==> src/rtl/fetch_unit.sv <==
// Instruction fetch stage: one outstanding request to instruction memory, a
// single-entry buffer toward decode, redirect handling and a sticky misalign fault.
module fetch_unit #(
  parameter logic [31:0] RESET_PC = 32'h0000_0000
) (
  input  logic        clk,
  input  logic        rst_n,
  output logic        imem_req,
  output logic [31:0] imem_addr,
  input  logic        imem_ack,
  input  logic [31:0] imem_rdata,
  output logic        instr_valid,
  input  logic        instr_ready,
  output logic [31:0] instr_out,
  output logic [31:0] instr_pc,
  output logic [6:0]  opcode,
  output logic [2:0]  func3,
  input  logic        redirect,
  input  logic [31:0] redirect_pc,
  output logic        misalign_fault,
  output logic [1:0]  state_dbg
);

  // Handshakes: imem_req/imem_addr stay stable until imem_ack (ack is ignored
  // while imem_req=0); instr_valid/instr_out/instr_pc stay stable until
  // instr_ready, and a transfer happens on any edge where both are high.
  typedef enum logic [1:0] {
    FETCH = 2'd0,
    HOLD  = 2'd1,
    DRAIN = 2'd2,
    FAULT = 2'd3
  } state_t;

  state_t      state;
  logic [31:0] pc;
  logic [31:0] drain_addr;
  logic        bad_redirect;

  assign bad_redirect = redirect && (redirect_pc[1:0] != 2'b00);

  // All outputs decode directly from registered state, so they are glitch-free.
  assign imem_req    = (state == FETCH) || (state == DRAIN);
  assign imem_addr   = (state == DRAIN) ? drain_addr : pc;
  assign instr_valid = (state == HOLD);
  assign opcode      = instr_out[6:0];
  assign func3       = instr_out[14:12];
  assign state_dbg   = state;

  always_ff @(posedge clk) begin
    if (!rst_n) begin
      state          <= FETCH;
      pc             <= RESET_PC;
      drain_addr     <= 32'h0;
      instr_out      <= 32'h0000_0013;
      instr_pc       <= 32'h0;
      misalign_fault <= 1'b0;
    end else begin
      case (state)
        FETCH: begin
          if (bad_redirect) begin
            state          <= FAULT;
            misalign_fault <= 1'b1;
          end else if (redirect) begin
            pc <= redirect_pc;
            // An unacked request must still complete on the bus at its old address.
            if (!imem_ack) begin
              drain_addr <= pc;
              state      <= DRAIN;
            end
          end else if (imem_ack) begin
            instr_out <= imem_rdata;
            instr_pc  <= pc;
            pc        <= pc + 32'd4;
            state     <= HOLD;
          end
        end
        HOLD: begin
          if (bad_redirect) begin
            state          <= FAULT;
            misalign_fault <= 1'b1;
          end else if (redirect) begin
            pc    <= redirect_pc;
            state <= FETCH;
          end else if (instr_ready) begin
            state <= FETCH;
          end
        end
        DRAIN: begin
          if (bad_redirect) begin
            state          <= FAULT;
            misalign_fault <= 1'b1;
          end else begin
            if (redirect) pc <= redirect_pc;
            if (imem_ack) state <= FETCH;
          end
        end
        default: state <= FAULT;
      endcase
    end
  end

endmodule

==> config.mk <==
export PLATFORM = sky130hd
export DESIGN_NAME = fetch_unit
export DESIGN_NICKNAME = d
export VERILOG_FILES = /design/src/rtl/fetch_unit.sv
export SDC_FILE = /design/constraint.sdc
export NUM_CORES = 1
export LEC_CHECK = 0
export CAP_MARGIN = 0
export CORE_ASPECT_RATIO = 0.7
export CORE_MARGIN = 2
export CORE_UTILIZATION = 35
export CTS_BUF_LIST = sky130_fd_sc_hd__clkbuf_16
export CTS_CLUSTER_DIAMETER = 60
export DETAILED_ROUTE_END_ITERATION = 10
export GPL_TIMING_DRIVEN = 0
export HOLD_SLACK_MARGIN = 0.1
export PLACE_DENSITY = 0.61
export SYNTH_ARGS = -nofsm -noshare
export SYNTH_HDL_FRONTEND = slang
export SYNTH_SLANG_ARGS = --single-unit
==> constraint.sdc <==
create_clock -name clk -period 3.6 [get_ports clk]
set_input_delay 0.9 -clock clk [delete_from_list [all_inputs] [get_ports clk]]
set_output_delay 0.9 -clock clk [all_outputs]
set_load 0.02 [all_outputs]
# After elaboration in Yosys (flattened, before gate mapping)
# Index checks and enable logic that the tools add are counted.
[word_totals] regBits=131 out_inout_bits=111 inputBits=69 word_cells=49
[op_classes] n_eq_ne=10 bitwise=3 n_reduce_logical=12 add_sub_neg=1 mux=17
[ops] op="$mux 32" count=6
[ops] op="$pmux 32 s2" count=1
[ops] op="$add 32x3->32 const B" count=1
[ops] op="$mux 2" count=9
[ops] op="$reduce_and 4->1" count=3
[ops] op="$ne 4x4->1 const B" count=2
[ops] op="$ne 3x3->1 const B" count=2
[ops] op="$pmux 2 s3" count=1
[ops] op="$reduce_and 5->1" count=1
[ops] op="$ne 2x2->1 const B" count=2
[ops] op="$ne 4x1->1 const B" count=1
[ops] op="$reduce_bool 2->1" count=2
[ops] op="$not 1->1" count=3
[ops] op="$reduce_or 3->1" count=1
[ops] op="$eq 2x1->1 const B" count=1
[ops] op="$eq 2x2->1 const B" count=1
[ops] op="$logic_not 2->1" count=1
[ops] op="$ne 2x1->1 const B" count=1
[ops] op="$reduce_and 2->1" count=1
[ops] op="$reduce_or 2->1" count=1
[ops] op="$logic_and 1x1->1" count=1
[ops] op="$logic_or 1x1->1" count=1

# Depth between registers and ports, before layout
[depth] depth_word=5 mapped_depth=10 mapped_depth_nobuf=7

# Least setup slack after synthesis
# Ideal clock, no wire load.
[synth_timing] kind="reg-to-output" from="register state[1], in the netlist state_dbg[1]" to="output imem_addr[10]" stages_incl_launch_ff=5 arrival_ns=1.758 slack_ns=0.942 path_cell_list="dfxtp_1 ha_1 clkbuf_1 clkbuf_1 mux2_2"
[synth_between] elab_chain_cells=2
[synth_lines] element="start: declaration" line_no="34" rtl="state_t state;"
[synth_lines] element="start signal: assignment" line_no="51" rtl="state <= FETCH;"
[synth_lines] element="start signal: assignment" line_no="61" rtl="state <= FAULT;"
[synth_lines] element="start signal: assignment" line_no="68" rtl="state <= DRAIN;"
[synth_lines] element="$eq 2x2->1" line_no="43" rtl="assign imem_addr = (state == DRAIN) ? drain_addr : pc;"
[synth_lines] element="$mux 32" line_no="43"
[synth_lines] element="end: declaration" line_no="9" rtl="output logic [31:0] imem_addr,"
# No other way between the ends.

# Worst setup path after layout
[layout_timing] from="register state[1], in the netlist state_dbg[1]" to="output imem_addr[27]"
# Same word-level chain as after synthesis.

==> key figures <==
Status
  – Status: complete, no violations

Synth
  – Post-Synth XOR/XNOR Area: 0%
  – Syn. warnings: 0
  – Top_reg_cell synth: dfxtp_1
  – Largest family of logic cells by synthesized area: simple AND/OR/NAND/NOR gates
  – Syn avg cell area: 7.63 um^2
  – Gate Count Post-Synth: 794
  – Compound-cell area share of the yosys netlist: 18.5%
  – Cell variety after synth: 57
  – Synth Area in Simple Gates: 24.9%
  – Adder-Cell Fraction of Synth Area: 1.03%
  – Async SR Flop Fraction: 0%
  – Register area share after synthesis: 43.3%
  – Post-Syn Area: 0.00606 mm^2
  – Seq cells post-synth: 131
  – Mapped Nets: 868
  – Post-synth EDFFs: 0
  – Multiplexer share of the synthesized area: 6.26%

Critical path
  – Critical path type: reg -> out
  – Crit path launch type: register
  – WP data arrival: 2540 ps
  – Worst Path Buf+Inv: 2
  – R2R Setup Slk: 770 ps
  – Critical path required time: 2700 ps
  – CP peak stage delay: 550 ps
  – CP cell instances: ha_2 -> clkbuf_2 -> mux2_2 -> clkdlybuf4s50_1
  – Crit path max-delay cell type: clkdlybuf4s50_1
  – Top delay family on crit path: buffers and inverters
  – CP Max Fanout: 10
  – Crit. End Element: output pin

Final layout
  – Commonest non-fill, non-tap cell in the layout: nand2_1
  – Final Core Density: 50.7%
  – Final #Nets: 1064
  – N_diodes: 0
  – Commonest non-fill, non-tap cells in the layout: nand2_1, clkdlybuf4s50_1, dfxtp_1
  – Fraction of layout cells with a size suffix above 1: 9.07%
  – Final instance area: 0.00866 mm^2
  – Area Growth Syn to Fin: 42.9%

Timing
  – RSZ-0062 raised after global routing: no
  – Worst-Margin Slew: 874 ps
  – Fin crit period: 3440 ps
  – Clk_skew: 5.31 ps
  – Fmax: 291 MHz
  – Max-slew headroom: 41.3%
  – Final hold violations: 0
  – Slew Limit Fails: 0
  – Final setup fails: 0
  – Setup TNS: 0 ps
  – Period utilization: 95.5%

Routing
  – Total wire length: 20700 um
  – Vias per inst: 5.14
  – Drt wl/cell: 16.8 um
  – Vias post-DR: 6339
  – # DRC: 0
  – ANT nets after route: 0
  – Drt first pass iters: 5
  – Drt initial violations: 527

Job
  – Max Cap Violations: 0

Place
  – PortBufs: 178
  – Placed instance area: 0.00813 mm^2
  – DP Wirelength: 14800 um
  – Routability cong.: 0.863

CTS
  – H-Tree Depth: 4
  – Clock sink total: 131
  – CTS tree: yes
  – CTS Root Cell: clkbuf_16
  – CTS clk-pin slew, worst paths: 50 ps
  – Worst-Skew Late Latency: 420 ps
  – CTS max path bufs: 2
  – TritonCTS Buffers: 17

Pwr
  – Clk pwr share: 29.1%
  – P_leak: 3.08 nW
  – Net load switching power: 0.00202 W
  – Comb power frac: 37.0%
  – Net switching share of the total power: 37.5%
  – Power Dens Cells: 622 mW/mm^2
  – VDD IR-drop max: 0.339 mV
  – Sequential share of power: 33.8%
  – Internal power: 0.00336 W

Global routing
  – Total track usage: 22.6%
  – Initial antenna violation count: 0
  – GRT Residual Overflow: 0
  – Largest net degree at the start of global routing: 17
  – First-pass GRT wire length: 32300 um
  – Number of global-route vias before repair: 5841

Floorplan
  – Die Footprint: 0.0184 mm^2
  – Starting Density: 35.5%
  – Row cnt: 40
  – Top Ports: 180
  – DIE WIDTH: 161 um
  – Core area: 0.0171 mm^2
  – Die height: 114 um

Hold path
  – Class of the worst hold path: reg -> reg
[power groups by stage]
stage               Combinational, W  Clock (W)  Sequential (W)
floorplan                    0.00112          0         0.00186
global placement             0.00196          0         0.00184
detailed placement           0.00196          0         0.00184
CTS                          0.00198    0.00160         0.00182
global route                 0.00216    0.00166         0.00185
finish                       0.00199    0.00157         0.00182
[cells in the mapped netlist (all sizes together), types with 2 or more instances]
| cell | number | area [um^2] |
|---|---|---|
| nand2 | 233 | 875 |
| dfxtp | 131 | 2620 |
| a21oi | 115 | 576 |
| clkbuf | 54 | 205 |
| nor2 | 40 | 150 |
| mux2 | 31 | 349 |
| nand3 | 29 | 150 |
| buf | 23 | 134 |
| o21ai | 23 | 115 |
| and3 | 9 | 56.3 |
| nor3 | 9 | 50.1 |
| a31oi | 7 | 43.8 |
| inv | 7 | 26.3 |
| nand4 | 7 | 56.3 |
| ha | 5 | 62.6 |
| nor2b | 5 | 31.3 |
| a32o | 4 | 40.0 |
| nor4 | 4 | 40.0 |
| o22ai | 4 | 25.0 |
| o41ai | 4 | 35.0 |
| a311oi | 3 | 26.3 |
| a32oi | 3 | 26.3 |
| mux2i | 3 | 30.0 |
| o221a | 3 | 33.8 |
| o31ai | 3 | 22.5 |
| or3 | 3 | 18.8 |
| a211oi | 2 | 15.0 |
| a21o | 2 | 15.0 |
| a22o | 2 | 17.5 |
| a22oi | 2 | 15.0 |
| nand2b | 2 | 12.5 |
| o31a | 2 | 17.5 |
| or2 | 2 | 12.5 |
| or4 | 2 | 15.0 |
[routing by layer]
| layer | global-route usage [%] | share of wire [%] | vias to the layer above |
|---|---|---|---|
| met5 | 0 | 0 | - |
| met4 | 4.82 | 1.2 | 0 |
| met3 | 8.76 | 9.9 | 26 |
| met2 | 31.7 | 40 | 260 |
| met1 | 32.5 | 48 | 2944 |
| li1 | - | - | 3109 |
[through the flow]
stage	hold slack (ps)	std cells	total power, W	setup WS, ps
after global placement	441	1203	0.00380	96.7
final	450	1234	0.00538	160
after global routing	466	1234	0.00567	54.6
after CTS	451	1234	0.00539	5.83
after floorplan	433	794	0.00298	942
after detailed placement	443	1203	0.00381	90.8
[state kept, by name, summed over array words and instances, names as in the netlist]
name            count
instr_out          32
misalign_fault      1
instr_pc           32
pc                 32
drain_addr         32
state_dbg           2
[tightest hold or removal path, cell delays in order, from the launching register on]
cell and delay, ps:
dfxtp_1 300, nand2_1 50, a21oi_1 50
[layout make-up]
| class | instances | area, um^2 |
|---|---|---|
| Sequential cell | 131 | 2620 |
| Tap cell | 231 | 289 |
| Inverter | 7 | 26.3 |
| Fill cell | 1682 | 8410 |
| Clock buffer | 17 | 425 |
| Multi-Input combinational cell | 579 | 3080 |
| Timing Repair Buffer | 178 | 1780 |
| Buffer | 76 | 339 |
| Clock inverter | 15 | 98.8 |
[path summary, 6_finish.rpt]
| kind | startpoint | cells after the start | end |
|---|---|---|---|
| worst max-delay path | state_dbg[1]$_SDFFE_PN0P_ | 4 | imem_addr[27] |
| worst min-delay path | drain_addr[11]$_SDFFE_PN0P_ | 2 | drain_addr[11]$_SDFFE_PN0P_ |
| worst max register to register | state_dbg[1]$_SDFFE_PN0P_ | 9 | pc[11]$_SDFFE_PN0P_ |
| worst min register to register | drain_addr[11]$_SDFFE_PN0P_ | 2 | drain_addr[11]$_SDFFE_PN0P_ |
[cells by family after synthesis]
logic type	count (synthesis)
adders and majority gates	5
buffers and inverters	84
muxes	34
and+or+nand+nor	350
DFF	131
AOI/OAI and AO/OA	190
[repair_timing]
action | CTS | global route
resized for setup | 3 | 2
setup buffers | 0 | 0
hold buffers | 0 | 0
setup endpoints to repair | 28 | 10
(Power assumes the default switching activity.)
==> variant (same flow settings) <==
Make the reset (`rst_n`) asynchronous in one clocked block.
--- a/src/rtl/fetch_unit.sv
+++ b/src/rtl/fetch_unit.sv
@@ -46,7 +46,7 @@
   assign func3       = instr_out[14:12];
   assign state_dbg   = state;
 
-  always_ff @(posedge clk) begin
+  always_ff @(posedge clk or negedge rst_n) begin
     if (!rst_n) begin
       state          <= FETCH;
       pc             <= RESET_PC;
Formal check against the unedited RTL: differs if rst_n is asserted again (counterexample within 4 cycles, from zero or initial values and one cycle with rst_n low); with rst_n held inactive, the same outputs for 4 cycles.
==> variant against the unedited design <==
Worst setup slack worse by 6.1 ps; cell count decreased by 19%; maximum frequency decreased by 0.18%; die area grew 4.7%; sequential share of layout area grew 5.9 points; core utilization is essentially flat; sequential cell count stayed put; register-to-register slack improved by 300 ps; cell area up 4.8%; area after synthesis increased by 4.9%; via count is 19% lower; routed wire length is 12% lower.
Power is not compared: it rests on default switching activity, and its combinational part moved more than twofold at a synthesized area within 25%.
==> variant: results <==
group,metric,value,unit
logic_synthesis,ys_async_sr_fraction,100,%
placement,dpl.hpwl,13.0,mm
setup_path,rr_endpoint,"pc[20]",
logic_synthesis,synthMuxAreaShare,20.6,%
logic_synthesis,synth_compound_area_share,10.8,%
setup_path,cp.arrival,2550,ps
placement,globalplace.congestion,0.850,
global_route,grt_use_met1,26.0,%
detailed_routing,drtPass1Iterations,4,
logic_synthesis,yosysSeqAreaShare,51.6,%
setup_path,r2r_start,"state_dbg[0]",
final_layout,final_nets,820,
logic_synthesis,synthDistinctLibCells,53,
worst_hold_path,hp-class,"primary input to async pin",
detailed_routing,vias,5165,
logic_synthesis,synth_area_per_cell,11.6,sq um
global_route,grtUsageMet3,5.43,%
final_layout,layout-drive-gt1-share,26.5,%
global_route,grt_max_degree,93,
final_layout,final_cells,995,
setup_path,worstRegToRegCells,7,
global_route,grt_usage,19.2,%
run_status,status,"finished, final reports clean",
global_route,grt_pass1_wl,28.0,mm
timing,final.setup_skew,10.7,ps
logic_synthesis,synthTopCellsByArea,"dfrtp_1 50%, mux2_2 20%, nand2_1 2.8%",
global_route,grt_pass1_vias,5293,
placement,dp_slack,83.1,ps
logic_synthesis,yosys.area_share.adder,0.984,%
logic_synthesis,synth_commonest_cells,"128 x dfrtp_1, 113 x mux2_2, 47 x nand2_1, 33 x a21oi_1, 30 x o21ai_0",
timing,max_slew_margin,57.8,%
[variant: cell types whose count changed in the layout (fill, tap and decap cells not counted), moves of 12 or more]
cell and change:
dfxtp_1 -131, dfrtp_1 +128, buf_2 +12, nand2_1 -186, nor2_1 -30, mux2_2 +82
a21oi_1 -82, clkbuf_1 -35
[variant: what timing repair did]
| item | CTS | global route |
|---|---|---|
| gates resized for setup | 4 | 3 |
| hold buffers | 0 | 0 |
| endpoints found under the setup margin | 25 | 3 |
[variant: metal layers]
| layer | routed length (um) | vias up |
|---|---|---|
| met3 | 1520 | 24 |
| met2 | 7900 | 228 |
| met4 | 335 | 0 |
| met5 | 0 | - |
| met1 | 8390 | 2540 |
| li1 | - | 2373 |
[variant: cells by family (layout without fill, tap and decap cells)]
| kind of cell | after synthesis | count (layout) |
|---|---|---|
| AO/OA/AOI/OAI | 112 | 112 |
| AND/OR/NAND/NOR | 125 | 125 |
| multiplexers | 117 | 117 |
| adder cells (fa/ha/maj) | 5 | 5 |
| buffers and inverters | 57 | 269 |
| flip-flops | 131 | 131 |
[variant: final cells by class]
cell class,count,share of cell area (%)
Timing Repair Buffer,180,20.1
Multi-Input combinational cell,359,30.7
Tap cell,236,3.25
Clock buffer,17,4.69
Clock inverter,15,1.82
Sequential cell,131,36.2
Inverter,9,0.372
Buffer,48,2.99
[variant: worst max-delay path, cell delays in order, from the launching register on]
cell	delay (ps)
dfrtp_1	410
inv_1	120
ha_1	250
buf_4	230
buf_6	200
mux2_2	350
clkdlybuf4s50_1	550
[variant: metrics by stage]
step / hold WS [ps] / cell area [sq um]
6_report: 387 / 9080
5_1_grt: 410 / 9080
4_1_cts: 395 / 9070
3_5_place_dp: 470 / 8470
3_3_place_gp: 461 / 8440
2_1_floorplan: 450 / 6360
